File: src/rtl/mips_run_if.sv
// Bundles the control and status signals that pass between the MIPS run
// controller and whoever drives it (board logic or a bench).
//   step_mode   : 1 = single-step, 0 = free-run
//   step_req    : level; each 0->1 transition grants one core cycle in step mode
//   halt_req    : core-side halt request, sampled every cycle
//   core_rst    : active-high reset to the MIPS core
//   core_ce     : clock enable to the MIPS core
//   cycle_count : number of cycles with core_ce=1 since reset (saturating)
//   running     : 1 while the core is being clocked (RUN or STEP)
//   done        : 1 once halted or timed out
//   timeout     : 1 only after the cycle budget ran out
interface mips_run_if #(
    parameter int CNT_W = 16
);
    logic             step_mode;
    logic             step_req;
    logic             halt_req;
    logic             core_rst;
    logic             core_ce;
    logic [CNT_W-1:0] cycle_count;
    logic             running;
    logic             done;
    logic             timeout;

    modport master (
        output step_mode, step_req, halt_req,
        input  core_rst, core_ce, cycle_count, running, done, timeout
    );

    modport slave (
        input  step_mode, step_req, halt_req,
        output core_rst, core_ce, cycle_count, running, done, timeout
    );
endinterface

File: src/rtl/mips_run_controller.sv
// Run/reset controller for the MIPS core. Synchronises the release of the
// board reset, holds the core in reset for RESET_CYCLES more cycles, then
// gates the core clock enable according to free-run / single-step mode, an
// external halt request and an optional cycle budget.
// Ports:
//   clk   : system clock, rising edge
//   reset : asynchronous active-low reset
//   bus   : mips_run_if.slave (mode/step/halt in, core_rst/core_ce/status out)
//
// state     | meaning
// ----------+----------------------------------------------------------
// S_HOLD    | core held in reset, waiting for sync release + hold time
// S_RUN     | free-running, core_ce=1
// S_SWAIT   | step mode, core stopped, waiting for a step_req rising edge
// S_STEP    | one granted core cycle, core_ce=1
// S_HALTED  | stopped by halt_req, terminal until reset
// S_TIMEOUT | cycle budget exhausted, terminal until reset
module mips_run_controller #(
    parameter int RESET_CYCLES = 2,
    parameter int MAX_CYCLES   = 50,
    parameter int CNT_W        = 16,
    parameter int SYNC_STAGES  = 2
) (
    input  logic       clk,
    input  logic       reset,
    mips_run_if.slave  bus
);
    localparam int HOLD_W = $clog2(RESET_CYCLES + 1);
    localparam logic [HOLD_W:0]   HOLD_TGT = (HOLD_W + 1)'(RESET_CYCLES);
    localparam logic [CNT_W:0]    MAX_TGT  = (CNT_W + 1)'(MAX_CYCLES);
    localparam logic [HOLD_W-1:0] HOLD_ONE = HOLD_W'(1);
    localparam logic [CNT_W-1:0]  CNT_ONE  = CNT_W'(1);

    typedef enum logic [2:0] {
        S_HOLD,
        S_RUN,
        S_SWAIT,
        S_STEP,
        S_HALTED,
        S_TIMEOUT
    } state_t;

    state_t                 state_q, state_d;
    logic [SYNC_STAGES-1:0] sync_q;
    logic [HOLD_W-1:0]      hold_q;
    logic                   step_prev_q;
    logic [CNT_W-1:0]       cnt_q;

    logic rst_rel;
    logic hold_done;
    logic budget_hit;
    logic step_rise;
    logic counting;

    assign rst_rel    = sync_q[SYNC_STAGES-1];
    assign hold_done  = rst_rel && (({1'b0, hold_q} + {{HOLD_W{1'b0}}, 1'b1}) == HOLD_TGT);
    // Budget is judged on the count this cycle will produce, so the core gets
    // exactly MAX_CYCLES enabled cycles.
    assign budget_hit = (MAX_CYCLES != 0) &&
                        (({1'b0, cnt_q} + {{CNT_W{1'b0}}, 1'b1}) == MAX_TGT);
    assign step_rise  = bus.step_req && !step_prev_q;
    assign counting   = (state_q == S_RUN) || (state_q == S_STEP);

    // Reset-release synchroniser, hold counter, step edge detect, cycle counter.
    always_ff @(posedge clk or negedge reset) begin
        if (!reset) begin
            sync_q      <= '0;
            hold_q      <= '0;
            step_prev_q <= 1'b0;
            cnt_q       <= '0;
        end else begin
            sync_q      <= {sync_q[SYNC_STAGES-2:0], 1'b1};
            step_prev_q <= bus.step_req;
            if (state_q == S_HOLD && rst_rel) begin
                hold_q <= hold_q + HOLD_ONE;
            end
            if (counting && !(&cnt_q)) begin
                cnt_q <= cnt_q + CNT_ONE;
            end
        end
    end

    always_ff @(posedge clk or negedge reset) begin
        if (!reset) begin
            state_q <= S_HOLD;
        end else begin
            state_q <= state_d;
        end
    end

    always_comb begin
        state_d = state_q;
        case (state_q)
            S_HOLD: begin
                if (hold_done) state_d = S_RUN;
            end
            // RUN and STEP share one exit rule: STEP simply falls back to
            // SWAIT (or RUN if step mode was dropped) after its single cycle.
            S_RUN, S_STEP: begin
                if (bus.halt_req)       state_d = S_HALTED;
                else if (budget_hit)    state_d = S_TIMEOUT;
                else if (bus.step_mode) state_d = S_SWAIT;
                else                    state_d = S_RUN;
            end
            S_SWAIT: begin
                if (bus.halt_req)        state_d = S_HALTED;
                else if (!bus.step_mode) state_d = S_RUN;
                else if (step_rise)      state_d = S_STEP;
            end
            S_HALTED, S_TIMEOUT: state_d = state_q;
            default: state_d = S_HOLD;
        endcase
    end

    always_comb begin
        bus.core_rst    = (state_q == S_HOLD);
        bus.core_ce     = counting;
        bus.running     = counting;
        bus.done        = (state_q == S_HALTED) || (state_q == S_TIMEOUT);
        bus.timeout     = (state_q == S_TIMEOUT);
        bus.cycle_count = cnt_q;
    end
endmodule

File: src/flat_wrapper.sv
// flat-port wrapper written by rule: the top's interface ports become plain ports
module mips_run_controller_flat 
#(
    parameter int RESET_CYCLES = 2,
    parameter int MAX_CYCLES   = 50,
    parameter int CNT_W        = 16,
    parameter int SYNC_STAGES  = 2
)
  (clk, reset, bus_step_mode, bus_step_req, bus_halt_req, bus_core_rst, bus_core_ce, bus_cycle_count, bus_running, bus_done, bus_timeout);
  mips_run_if #(.CNT_W(CNT_W)) bus_i ();
  input  logic clk;
  input  logic reset;
  input wire logic [$bits(bus_i.step_mode)-1:0] bus_step_mode;
  input wire logic [$bits(bus_i.step_req)-1:0] bus_step_req;
  input wire logic [$bits(bus_i.halt_req)-1:0] bus_halt_req;
  output wire logic [$bits(bus_i.core_rst)-1:0] bus_core_rst;
  output wire logic [$bits(bus_i.core_ce)-1:0] bus_core_ce;
  output wire logic [$bits(bus_i.cycle_count)-1:0] bus_cycle_count;
  output wire logic [$bits(bus_i.running)-1:0] bus_running;
  output wire logic [$bits(bus_i.done)-1:0] bus_done;
  output wire logic [$bits(bus_i.timeout)-1:0] bus_timeout;
  assign bus_i.step_mode = bus_step_mode;
  assign bus_i.step_req = bus_step_req;
  assign bus_i.halt_req = bus_halt_req;
  assign bus_core_rst = bus_i.core_rst;
  assign bus_core_ce = bus_i.core_ce;
  assign bus_cycle_count = bus_i.cycle_count;
  assign bus_running = bus_i.running;
  assign bus_done = bus_i.done;
  assign bus_timeout = bus_i.timeout;
  mips_run_controller #(.RESET_CYCLES(RESET_CYCLES), .MAX_CYCLES(MAX_CYCLES), .CNT_W(CNT_W), .SYNC_STAGES(SYNC_STAGES)) u_core (.clk(clk), .reset(reset), .bus(bus_i));
endmodule
File: config.mk
export PLATFORM = sky130hd
export DESIGN_NAME = mips_run_controller_flat
export DESIGN_NICKNAME = d
export VERILOG_FILES = /design/src/rtl/mips_run_if.sv /design/src/rtl/mips_run_controller.sv /design/src/flat_wrapper.sv
export SDC_FILE = /design/constraint.sdc
export NUM_CORES = 1
export LEC_CHECK = 0
export CAP_MARGIN = 20
export CELL_PAD_IN_SITES_DETAIL_PLACEMENT = 0
export CELL_PAD_IN_SITES_GLOBAL_PLACEMENT = 1
export CORE_AREA = 2 2 63 65
export CTS_BUF_LIST = sky130_fd_sc_hd__clkbuf_8
export DETAILED_ROUTE_END_ITERATION = 16
export DIE_AREA = 0 0 65 67
export HOLD_SLACK_MARGIN = 0.02
export PLACE_DENSITY_LB_ADDON = 0.2
export SETUP_SLACK_MARGIN = 0.15
export SLEW_MARGIN = 0
export SYNTH_ARGS = -nofsm -noshare
export SYNTH_HDL_FRONTEND = slang
export SYNTH_SLANG_ARGS = --single-unit
File: constraint.sdc
create_clock -name clk -period 2.3 [get_ports clk]
set_clock_uncertainty 0.2 [all_clocks]
set_input_delay 0.46 -clock clk [delete_from_list [all_inputs] [get_ports clk]]
set_output_delay 0.46 -clock clk [all_outputs]
set_load 0.02 [all_outputs]
==> metrics.txt <==
run status=completed; non-filler cells, final=216; EDFF count, synth=0; final wirelength=2920 µm; CTS Sinks=24; placed cell area=1640 µm²; total power=0.697 mW; largest net degree at the start of global routing=25; pwr dens=382 nW/µm²; post-synth top area share=46.5%; FMAX=461 MHz; grt met1 use=18.0%; first-pass GRT wire length=5040 µm; Rows=22; Critical Path Fanout Max=5; n_diodes=0; Worst Hold Class=flip-flop to flip-flop; CTS tree=done; Yosys top cell by area=dfrtp_1; area delta synth->final=41.0%; gr usage total=14.9%; Worst-Skew Late Latency=260 ps; Placed Cells=203; Worst EP arrival=2120 ps; number of global-route vias before repair=1120; initial antenna violation count=0; final setup fails=0; drt first-iter violations=42; pre-CTS setup slack=25.4 ps; core area=3610 µm²; chip height=67 µm; layout cells sized above 1=26.2%; Vias/cell=5.04; post-layout min period=2170 ps; number of port buffers=25; die width=65 µm; yosys warns=0; Worst setup SP type=flip-flop; root buf cell=clkbuf_8; TNS Setup=0 ps; kind of critical path=flip-flop to flip-flop; routability cong.=0.789; fraction of registers with async set/reset=100%; Detail Route Antenna Nets=0; synthesized flop and latch total=24; global route hottest layer=met2; VDD IR-drop max=190 µV; total CTS buffers=3; synth unique cells=37; post-route design area=1820 µm²; first-pass iteration count of the detailed router=4; Fin. Hold Viols=0; Lkg Pwr=0.805 nW; clk slew on worst S/H paths=70 ps; post-detail-place hpwl=2030 µm; Die ar.=4360 µm²; mapped cell area=1290 µm²; worst-case clock buffer depth=2; top cells by area, synth=dfrtp_1 46%, xnor2_1 8.8%, nand4_1 4.8%, nand2_1 3.5%, ha_1 2.9%; syn_nets=135; syn_area_per_cell=10.2 µm²; H-tree depth=1; WL per Instance=13.5 µm; RSZ-0062 raised after global routing=true; Critical Path RT=2250 ps; final net count=178; period utilization=94.4%; Seq/Total Area, Yosys=46.5%; ys flop type=dfrtp_1; Post-route DRC=0; met3 usage=2.87%; via count=1089; fin worst setup slack=129 ps; number of max-slew violations in the final report=0; Max-Cap Viols=0; Initial Util=35.8%; met2 GRT Util=26.7%; commonest cells after routing, fill and taps aside=20 x clkdlybuf4s50_1, 20 x dfrtp_1, 16 x buf_4; endpoint class of the critical path=flip-flop; post-synthesis instance total=127; grt total ovfl=0; IO Pins=26
report_power, final:
| group | switching (mW) | internal, mW |
|---|---|---|
| clock network | 0.125 | 0.117 |
| logic | 0.0159 | 0.0112 |
| registers | 0.00294 | 0.425 |
| total | 0.143 | 0.553 |
Yosys cell counts (3+ instances only):
cell type	count
nor2_1	6
xor2_1	3
dfrtp_1	24
nand3_1	6
o21ai_0	4
nand4_1	10
inv_1	7
xnor2_1	13
a21oi_1	4
ha_1	3
and3_1	3
nand2_1	12
state kept, by name, summed over array words and instances (netlist names):
| name | cells |
|---|---|
| u_core.state_q | 3 |
| u_core.sync_q | 2 |
| u_core.step_prev_q | 1 |
| u_core.bus.cycle_count | 16 |
| u_core.hold_q | 2 |
routing by layer:
layer | up-vias | wire length [µm]
met5 | - | 0
met4 | 0 | 31
met3 | 4 | 115
met2 | 23 | 1400
met1 | 525 | 1370
li1 | 537 | -
logic make-up after synthesis:
logic type | Yosys count | synth area share, %
adders and majority gates | 3 | 2.90
xor gates and xnor gates | 16 | 10.8
AOI/OAI and AO/OA | 16 | 8.71
and+or+nand+nor | 54 | 24.9
buffers and inverters | 12 | 5.13
muxes | 1 | 0.774
other | 1 | 0.290
DFF | 24 | 46.5
critical path, stage by stage (launching register included):
cell     delay (ps)
dfrtp_2         430
buf_4           150
ha_1            140
or4b_2          580
a21oi_1         140
nand4_1         160
o211a_1         260
per-stage QoR:
| stage | utilization, % | hold slack, ps |
|---|---|---|
| 5_1_grt | 50.6 | 174 |
| 2_1_floorplan | - | -35.6 |
| 6_report | 50.6 | 155 |
| 3_5_place_dp | 45.4 | 142 |
| 3_3_place_gp | 45.4 | 133 |
| 4_1_cts | 48.4 | 160 |
what timing repair did:
item | CTS | global route
setup endpoints to repair | 20 | 18
hold endpoints to repair | 0 | 0
cloned | 0 | 0
buffers inserted | 8 | 2
hold buffers | 0 | 0
gates resized for setup | 8 | 14
pin swaps | 5 | 8
path summary, 6_finish.rpt:
check / start / to / slack [ps] / cells after the start
setup / recovery: u_core.bus.cycle_count[0] / u_core.state_q[1] / 130 / 6
hold reg to reg: u_core.sync_q[0] / u_core.sync_q[1] / 150 / 0
max in group asynchronous: reset / u_core.bus.cycle_count[0] / 1280 / 2
setup reg to reg: u_core.bus.cycle_count[0] / u_core.state_q[1] / 130 / 6
min in group asynchronous: reset / u_core.bus.cycle_count[1] / 360 / 2
hold / removal: u_core.sync_q[0] / u_core.sync_q[1] / 150 / 0
cell type report:
class,instances,area [µm²]
multi-input cells,91,703
flip-flops and latches,24,606
well taps,48,60.1
fillers,345,1780
repair buffers,43,387
inverters,7,26.3
clock buffers,3,41.3
No activity file was read; power rests on OpenSTA's default activity.
